[src/rtl/ro_trng_ctrl.sv]
// Ring-oscillator TRNG sequencer: warm-up, parity-folded sampling, word packing and a
// repetition-count health test. Define TRNG_VON_NEUMANN_EN to debias the raw bit stream.
module ro_trng_ctrl #(
    parameter int RO_WIDTH   = 8,
    parameter int WORD_W     = 32,
    parameter int WARMUP_CYC = 64,
    parameter int SAMPLE_DIV = 4,
    parameter int RCT_LIMIT  = 16
) (
    input  logic                clk,
    input  logic                rst_n,
    input  logic                start,
    input  logic                stop,
    output logic                ro_en,
    input  logic [RO_WIDTH-1:0] ro_data,
    output logic                rnd_valid,
    input  logic                rnd_ready,
    output logic [WORD_W-1:0]   rnd_data,
    output logic                busy,
    output logic                health_fail
);

    // Handshake: a word transfers on any clock edge where rnd_valid && rnd_ready; once
    // raised, rnd_valid and rnd_data hold until that transfer (stop may still abort it).

    localparam int WU_W  = $clog2(WARMUP_CYC + 1);
    localparam int DIV_W = $clog2(SAMPLE_DIV + 1);
    localparam int BIT_W = $clog2(WORD_W + 1);
    localparam int RCT_W = $clog2(RCT_LIMIT + 1);

    typedef enum logic [2:0] {
        S_IDLE,
        S_WARMUP,
        S_COLLECT,
        S_HOLD,
        S_FAIL
    } state_t;

    state_t             state_q, state_d;
    logic [WU_W-1:0]    wu_cnt_q, wu_cnt_d;
    logic [DIV_W-1:0]   div_q, div_d;
    logic [BIT_W-1:0]   bit_cnt_q, bit_cnt_d;
    logic [RCT_W-1:0]   rct_q, rct_d, rct_next;
    logic               prev_q, prev_d;
    logic [WORD_W-1:0]  word_q, word_d;
    logic               sample_tick;
    logic               raw_bit;
    logic               emit_vld;
    logic               emit_bit;
    logic               run_d;

    assign sample_tick = (state_q == S_COLLECT) && (div_q == DIV_W'(SAMPLE_DIV - 1));
    assign raw_bit     = ^ro_data;
    // A zero count means no sample yet since warm-up, so the first sample starts a run of 1.
    assign rct_next    = ((rct_q == '0) || (raw_bit != prev_q)) ? RCT_W'(1) : rct_q + 1'b1;

`ifdef TRNG_VON_NEUMANN_EN
    logic pair_q, pair_d;
    logic first_q, first_d;

    always_comb begin
        pair_d   = pair_q;
        first_d  = first_q;
        emit_vld = 1'b0;
        emit_bit = first_q;
        if (sample_tick) begin
            if (!pair_q) begin
                pair_d  = 1'b1;
                first_d = raw_bit;
            end else begin
                pair_d   = 1'b0;
                emit_vld = (first_q != raw_bit);
            end
        end
        if (state_q != S_COLLECT) pair_d = 1'b0;
    end

    always_ff @(posedge clk or negedge rst_n) begin
        if (!rst_n) begin
            pair_q  <= 1'b0;
            first_q <= 1'b0;
        end else begin
            pair_q  <= pair_d;
            first_q <= first_d;
        end
    end
`else
    assign emit_vld = sample_tick;
    assign emit_bit = raw_bit;
`endif

    always_comb begin
        state_d   = state_q;
        wu_cnt_d  = wu_cnt_q;
        div_d     = div_q;
        bit_cnt_d = bit_cnt_q;
        rct_d     = rct_q;
        prev_d    = prev_q;
        word_d    = word_q;
        case (state_q)
            S_IDLE: if (start) state_d = S_WARMUP;
            S_WARMUP: begin
                if (wu_cnt_q == WU_W'(WARMUP_CYC - 1)) state_d = S_COLLECT;
                else wu_cnt_d = wu_cnt_q + 1'b1;
            end
            S_COLLECT: begin
                if (sample_tick) begin
                    div_d  = '0;
                    rct_d  = rct_next;
                    prev_d = raw_bit;
                    if (rct_next == RCT_W'(RCT_LIMIT)) begin
                        state_d = S_FAIL;
                    end else if (emit_vld) begin
                        word_d = {word_q[WORD_W-2:0], emit_bit};
                        if (bit_cnt_q == BIT_W'(WORD_W - 1)) state_d = S_HOLD;
                        else bit_cnt_d = bit_cnt_q + 1'b1;
                    end
                end else begin
                    div_d = div_q + 1'b1;
                end
            end
            S_HOLD: if (rnd_ready) state_d = S_COLLECT;
            S_FAIL: if (start) state_d = S_WARMUP;
            default: state_d = S_IDLE;
        endcase
        if (stop) state_d = S_IDLE;
        // Entry actions restart the per-phase counters; partial words die with bit_cnt.
        if ((state_d == S_WARMUP) && (state_q != S_WARMUP)) begin
            wu_cnt_d = '0;
            rct_d    = '0;
            prev_d   = 1'b0;
        end
        if ((state_d == S_COLLECT) && (state_q != S_COLLECT)) begin
            div_d     = '0;
            bit_cnt_d = '0;
        end
    end

    assign run_d    = (state_d == S_WARMUP) || (state_d == S_COLLECT) || (state_d == S_HOLD);
    assign rnd_data = word_q;

    always_ff @(posedge clk or negedge rst_n) begin
        if (!rst_n) begin
            state_q     <= S_IDLE;
            wu_cnt_q    <= '0;
            div_q       <= '0;
            bit_cnt_q   <= '0;
            rct_q       <= '0;
            prev_q      <= 1'b0;
            word_q      <= '0;
            ro_en       <= 1'b0;
            busy        <= 1'b0;
            rnd_valid   <= 1'b0;
            health_fail <= 1'b0;
        end else begin
            state_q     <= state_d;
            wu_cnt_q    <= wu_cnt_d;
            div_q       <= div_d;
            bit_cnt_q   <= bit_cnt_d;
            rct_q       <= rct_d;
            prev_q      <= prev_d;
            word_q      <= word_d;
            ro_en       <= run_d;
            busy        <= run_d;
            rnd_valid   <= (state_d == S_HOLD);
            if (state_d == S_FAIL) health_fail <= 1'b1;
            else if ((state_d == S_WARMUP) && (state_q != S_WARMUP)) health_fail <= 1'b0;
        end
    end

endmodule

[config.mk]
export PLATFORM = sky130hd
export DESIGN_NAME = ro_trng_ctrl
export DESIGN_NICKNAME = d
export VERILOG_FILES = /design/src/rtl/ro_trng_ctrl.sv
export SDC_FILE = /design/constraint.sdc
export NUM_CORES = 1
export LEC_CHECK = 0
export BUFFER_PORTS_ARGS = -buffer_cell sky130_fd_sc_hd__buf_2
export CAP_MARGIN = 20
export CORE_AREA = 2 2 86 67
export CTS_BUF_LIST = sky130_fd_sc_hd__clkbuf_4
export DETAILED_ROUTE_END_ITERATION = 6
export DIE_AREA = 0 0 88 69
export PLACE_DENSITY = 0.77
export SETUP_SLACK_MARGIN = 0.15
export SLEW_MARGIN = 30
export SYNTH_ARGS = -nofsm -noshare
export SYNTH_HDL_FRONTEND = slang
export SYNTH_SLANG_ARGS = --single-unit
[constraint.sdc]
create_clock -name clk -period 3.05 [get_ports clk]
set_input_delay 0.1525 -clock clk [delete_from_list [all_inputs] [get_ports clk]]
set_output_delay 0.1525 -clock clk [all_outputs]
set_load 0.02 [all_outputs]
==> results summary, run 1 <==
The total instance count after detailed placement came out at 343. The critical path is of the reg -> reg type. The residual overflow from global routing came out at 0. The initial core utilization is 54.00%. The library cell with the largest summed area after synthesis is dfrtp_1.

The final critical-path required period came out at 2.496 ns. The highest attainable clock frequency is 400.6 MHz. The antenna diode count came out at 0. In the post-synthesis netlist, the biggest area contributors are dfrtp_1 (53%), mux2_2 (12%), xnor2_1 (4.7%). For this design the static power due to leakage is 1.619 nW. The setup slack on the worst flop-to-flop path is 0.55 ns.

The commonest cells after synthesis are dfrtp_1 (60), mux2_2 (31), nor2_1 (23). The total power density per cell area came out at 479.2 mW/mm2. Summed over all layers, the routed wires come to 5282 um. The via count normalized by instance count is 5.313. The count of pins over their slew limit came to 0. STA puts the critical path data required time at 3.34 ns. The largest net degree at the start of global routing is 43. The synthesized design contains 60 register bits. In this run, post-CTS repair resized a total of 0 instances. The count of nets after finishing is 299. The final instance area came out at 0.003274 mm2. The number of rows created at floorplan is 23. The transition at the pin with the smallest max-transition slack came out at 0.6677 ns. Headroom to the max-slew limit came out at 55.14%. In this run the worst path has a maximum fanout of 14. The final HPWL from detailed placement came out at 3701 um. The total number of vias is 1918. The maximum level of the CTS H-tree is 3. The number of inserted filler cells in the final layout came out at 420. The number of buffers added on ports is 48. The worst setup path is launched from a flip-flop. The share of the Yosys chip area taken by registers is 53.38%. The die is 69 um tall. The number of hold violations in the final report is 0. Across the run, the number of max-cap violations was 0. The placed instance area is 0.003119 mm2.

The final setup violation count came out at 0. In this run the worst setup path begins at rct_q[0]$_DFFE_PN0P_. The post-synth design cell area came out at 0.002813 mm2. The final routed DRC violation total came out at 0. The cell depth of the worst flop-to-flop path came out at 7. The worst register-to-register path ends at health_fail$_DFFE_PN0P_. The number of nets still failing antenna checks after routing is 0. The startpoint of the most critical register-to-register path is rct_q[0]$_DFFE_PN0P_. The clock drives 60 sinks. The global-route wire length before repair is 8804 um. Counting flops with an async set or reset pin after synthesis yields a share of 100.0%. The congestion estimate from routability-driven global placement came to 0.8680. The standard cell core area is 0.005209 mm2. The die boundary width is 88 um. The final critical path takes up 81.85% of the cycle. The number of placed I/O pins is 49.

The cell with the most instances after synthesis is dfrtp_1. Synthesis produced a netlist whose cell count is 225. The number of antenna violations at the first check in global routing is 0.

Setup repair after global routing left no endpoint under its margin. The share of Yosys cell area claimed by the top area cell type is 53.38%. The maximum clock path buffer count came out at 2. The average routed wire per standard cell is 14.63 um. The number of distinct library cells after synthesis is 50.

After the first detailed-routing iteration, the DRC count stood at 121. The number of global-route vias before repair was 1804. The number of flops mapped to enable cells by yosys came out at 0. The final standard cell count with taps included and fillers excluded came out at 361. The post-route setup TNS is 0 ns. The count of warnings emitted by yosys is 0. The number of buffers added by the clock tree synthesis step is 9. Clock tree synthesis selected as its root buffer the cell clkbuf_4. The mean instance size in the synthesized netlist is 12.50 um2. The clock-pin slew on the worst setup and hold paths came out at 0.10 ns. The maximum resistive drop on vdd came out at 0.2776 mV.

The die footprint came out at 0.006072 mm2. The worst setup path is captured at a flip-flop. The later pin in the worst-skew pair is clocked with a latency of 0.40 ns. The first-pass iteration count of the detailed router is 4.

Global routing consumed, over all layers together, 19.18% of the routing resources. The fraction of layout instances using a drive strength above 1 came out at 40.21%. The post-synth net total came out at 243. TritonCTS built the clock tree. For this design, the CTS-stage hold fixing added 2 buffers. The signal arrival time at the worst endpoint came out at 2.79 ns. The destination of the critical timing path is health_fail$_DFFE_PN0P_. Post-CTS timing repair inserted 0 buffers for setup. The flow ran to the end, and the final reports show no timing, DRC or antenna violations. For this run, the leading register cell type out of synthesis is dfrtp_1.

Across the routed clock network, the largest skew measured is 0.01333 ns. In this run the worst hold path is classified as in -> reg. The area growth from synthesis to layout came out at 16.41%.
==> stage by stage <==
stage	setup slack [ns]	total power, W	util [%]	hold WS [ns]
final	0.5536	0.001569	62.86	0.1436
after global routing	0.3906	0.001640	62.86	0.1183
after CTS	0.5709	0.001588	62.86	0.1121
after detailed placement	0.6090	0.001036	59.88	0.1060
after global placement	0.7006	0.001029	59.88	0.1047
after floorplan	0.9209	0.0009876	-	-0.1431
==> sequential cells by signal, indices dropped and copies added, names as in the netlist <==
| signal | count |
|---|---|
| wu_cnt_q | 7 |
| busy | 1 |
| prev_q | 1 |
| bit_cnt_q | 6 |
| rnd_data | 32 |
| div_q | 3 |
| rnd_valid | 1 |
| state_q | 3 |
| rct_q | 5 |
| health_fail | 1 |
==> metal layers <==
metal	GRT usage, %	wire, um
met2	29.46	2622
met5	0	0
met3	8.144	259
met1	24.32	2332
met4	6.667	68
==> where the power goes <==
part | switching, W | internal [W] | total [W]
Sequential | 0.0000263 | 0.000823 | 0.000849
Combinational | 0.000103 | 0.0000683 | 0.000172
Clock | 0.000284 | 0.000264 | 0.000548
Total | 0.000413 | 0.00116 | 0.00157
==> kinds of logic after synthesis <==
logic type | synth area share (%)
simple gates | 13.12
mux | 12.77
fa+ha+maj | 2.224
buf+inv | 2.892
compound gates | 9.209
xor+xnor | 6.406
flops | 53.38
==> cells in the final DEF, fill, tap and decap left out, types with 3 or more instances in the layout <==
cell type,synthesis,routed
a21oi_1,9,9
clkinv_2,0,3
and3_1,3,3
nand3_1,8,8
nor3_1,5,5
nand2_1,10,10
buf_2,2,48
mux2_2,31,31
o31ai_1,3,3
nor2_1,23,23
dfrtp_1,60,60
ha_1,5,5
a211oi_1,4,4
xnor2_1,15,15
inv_1,5,5
clkbuf_4,0,11
==> worst min path at each step <==
stage	depth (start not counted)	endpoint	from	slack [ns]
3_5_place_dp	1	wu_cnt_q[1]$_DFFE_PN0P_	rst_n	0.11
6_report	3	rnd_valid$_DFF_PN0_	start	0.14
2_1_floorplan	0	bit_cnt_q[0]$_DFFE_PN0P_	rst_n	-0.14
4_1_cts	3	rnd_valid$_DFF_PN0_	start	0.11
3_3_place_gp	1	wu_cnt_q[0]$_DFFE_PN0P_	rst_n	0.10
5_1_grt	3	rnd_valid$_DFF_PN0_	start	0.12
==> area by class of cell <==
class                   count  area (um2)  share of cell area, %
repair buffers             53       295.3                  9.018
clock inverters             5       52.55                  1.605
inverters                   5       18.77                 0.5732
flip-flops and latches     60        1501                  45.85
multi-input cells         152        1230                  37.56
clock buffers              11       82.58                  2.522
well taps                  75       93.84                  2.866
==> critical path, cell delays in order (launching register included) <==
cell and delay [ns]:
dfrtp_1 0.43, ha_1 0.25, nand3_1 0.11, xnor2_1 0.20
and4b_1 0.50, a31o_2 0.31, o211a_2 0.38, o21ba_2 0.21
Note: power is estimated with default switching activity, not from simulation.
==> run 2: changes to the inputs <==
Clock period 3.05 ns to 2.6 ns, I/O delays scaled along.
==> results summary, run 2 (synthesized netlist as in run 1, its figures left out) <==
The die extent in y came out at 69 um (unchanged). The standard cell core area came out at 0.005209 mm2 (unchanged). The count of clock tree sinks is 60 (unchanged). The later-pin clock latency in the skew report came to 0.41 ns (was 0.40 ns). The number of flip-flops under the largest register name is 32 (unchanged). The share of the clock period used by the worst path after layout is 91.17% (was 81.85%). RSZ-0062 raised after global routing: true (was false). The post-route setup TNS is 0 ns (unchanged). The maximum resistive drop on vdd is 0.3642 mV (was 0.2776 mV). The total number of vias came out at 1934 (was 1918). The initial core utilization came to 54.00% (unchanged). The final critical-path required period is 2.370 ns (was 2.496 ns). The relative slew slack came out at 50.33% (was 55.14%).

The total power density per cell area is 556.1 mW/mm2 (was 479.2 mW/mm2). The worst setup slack after layout is 0.2296 ns (was 0.5536 ns). The nature of the critical path startpoint is a flip-flop (unchanged). The library cell used as clock root buffer is clkbuf_4 (unchanged).

The category of the worst setup path capture point is a flip-flop (unchanged). The register area is 0.001501 mm2 (unchanged). The fraction of layout instances using a drive strength above 1 is 42.01% (was 40.21%).

Most used cells in the layout excluding fill and tap cells: dfrtp_1 (60), buf_2 (48), mux2_2 (31) (unchanged). The number of buffers added on ports came out at 48 (unchanged). The violation count after the first detailed-route iteration was 98 (was 121). The maximum clock path buffer count is 2 (unchanged). The highest attainable clock frequency is 421.9 MHz (was 400.6 MHz). The number of max-cap violations came out at 0 (unchanged). The final standard cell count with taps included and fillers excluded is 363 (was 361). The cell count of the worst hold path is 3 (unchanged). The final HPWL from detailed placement is 3743 um (was 3701 um). The number of rows created at floorplan is 23 (unchanged).

The number of nets still failing antenna checks after routing came out at 0 (unchanged). The cell depth of the worst flop-to-flop path came to 8 (was 7). The clock tree from TritonCTS is done (unchanged). The final wirelength came out at 5295 um (was 5282 um). The antenna diode count came out at 0 (unchanged). The total instance count after detailed placement is 345 (was 343). The die footprint is 0.006072 mm2 (unchanged). The critical setup path kind was reg -> reg (unchanged). The residual overflow from global routing was 0 (unchanged). The count of pins over their slew limit came out at 0 (unchanged). The largest net degree at the start of global routing is 36 (was 43). The final setup violation count came out at 0 (unchanged).

The first-pass iteration count of the detailed router is 4 (unchanged). The global-route wire length before repair came to 9190 um (was 8804 um). The final routed DRC violation total is 0 (unchanged). The number of buffers added by the clock tree synthesis step came to 9 (unchanged). The type of the worst min-delay path is in -> reg (unchanged). The number of buffers inserted to repair setup after CTS came out at 0 (unchanged). The clock tree skew after final layout came out at 0.01804 ns (was 0.01333 ns). The critical path required time is 2.90 ns (was 3.34 ns).

The largest driver fanout on the critical path is 35 (was 14). The signal arrival time at the worst endpoint is 2.67 ns (was 2.79 ns). The number of global-route vias before repair is 1926 (was 1804). The via count normalized by instance count came out at 5.328 (was 5.313). The total area of multi-input combinational cells is 0.001256 mm2 (was 0.001230 mm2).

The number of inserted filler cells in the final layout is 417 (was 420). The global placement routability congestion came out at 0.8262 (was 0.8680). The average routed wire per standard cell came out at 14.59 um (was 14.63 um). The die boundary width was 88 um (unchanged).

The area growth from synthesis to layout came out at 18.06% (was 16.41%). The count of nets after finishing is 301 (was 299). The overall fraction of global-route tracks in use is 19.65% (was 19.18%). The leakage power figure is 1.630 nW (was 1.619 nW). The maximum level of the CTS H-tree came out at 3 (unchanged). The number of antenna violations at the first check in global routing is 0 (unchanged). The number of placed I/O pins came to 49 (unchanged).

The total power is 0.001847 W (was 0.001569 W). The transition at the pin with the smallest max-transition slack came to 0.7450 ns (was 0.6677 ns). The commonest non-fill, non-tap cell in the layout was dfrtp_1 (unchanged).

The number of hold violations in the final report came out at 0 (unchanged). The pre-CTS worst setup slack is 0.1595 ns (was 0.6090 ns). Status: complete, no violations (unchanged). The clock-pin slew on the worst setup and hold paths came to 0.11 ns (was 0.10 ns). The worst-case hold slack was 0.06961 ns (was 0.1436 ns).
[run 2: per-layer routing]
layer	up-vias	wire length (um)	global-route usage [%]
met5	-	0	0
met4	0	57	6.667
met3	8	235	7.186
met2	44	2643	30.47
met1	960	2358	25.48
li1	922	-	-
[run 2: area by class of cell]
class | count | area share (%)
multi-input cells | 152 | 37.83
inverters | 5 | 0.5652
repair buffers | 55 | 9.344
well taps | 75 | 2.826
clock buffers | 10 | 2.261
flip-flops and latches | 60 | 45.21
clock inverters | 6 | 1.959
[run 2: critical path, cell delays in order, from the launching register on]
cell and delay [ns]:
dfrtp_1 0.46, ha_1 0.26, nand3_1 0.14, xnor2_2 0.17
and4b_2 0.25, buf_4 0.18, a21oi_4 0.20, buf_12 0.24
mux2_2 0.37
[run 2: what timing repair did]
action,4_1_cts,5_1_grt
cloned,0,0
hold buffers,2,0
setup endpoints to repair,1,13
resized for setup,1,4
endpoints found under the hold margin,34,0
[run 2: path summary, 6_finish.rpt]
kind,startpoint,end,slack (ns)
max,rct_q[0]$_DFFE_PN0P_,rnd_data[29]$_DFFE_PN0P_,0.23
min,start,rnd_valid$_DFF_PN0_,0.07
max reg2reg,rct_q[0]$_DFFE_PN0P_,rnd_data[29]$_DFFE_PN0P_,0.23
min reg2reg,rnd_data[31]$_DFFE_PN0P_,rnd_data[31]$_DFFE_PN0P_,0.51
max in group asynchronous,rst_n,bit_cnt_q[0]$_DFFE_PN0P_,1.61
min in group asynchronous,rst_n,rnd_data[16]$_DFFE_PN0P_,0.31
[run 2: through the flow]
step                      util (%)  area [um2]
after global routing         63.75        3321
after detailed placement     60.17        3134
after floorplan                  -        2813
final                        63.75        3321
after global placement       60.17        3134
after CTS                    63.34        3299
[run 2: where the power goes]
group          switching (W)  total (W)  internal [W]  leakage, nW
clock               0.000347   0.000648      0.000301       0.0646
combinational       0.000122   0.000205     0.0000825        0.765
sequential         0.0000290   0.000994      0.000965        0.801
total               0.000498    0.00185       0.00135         1.63
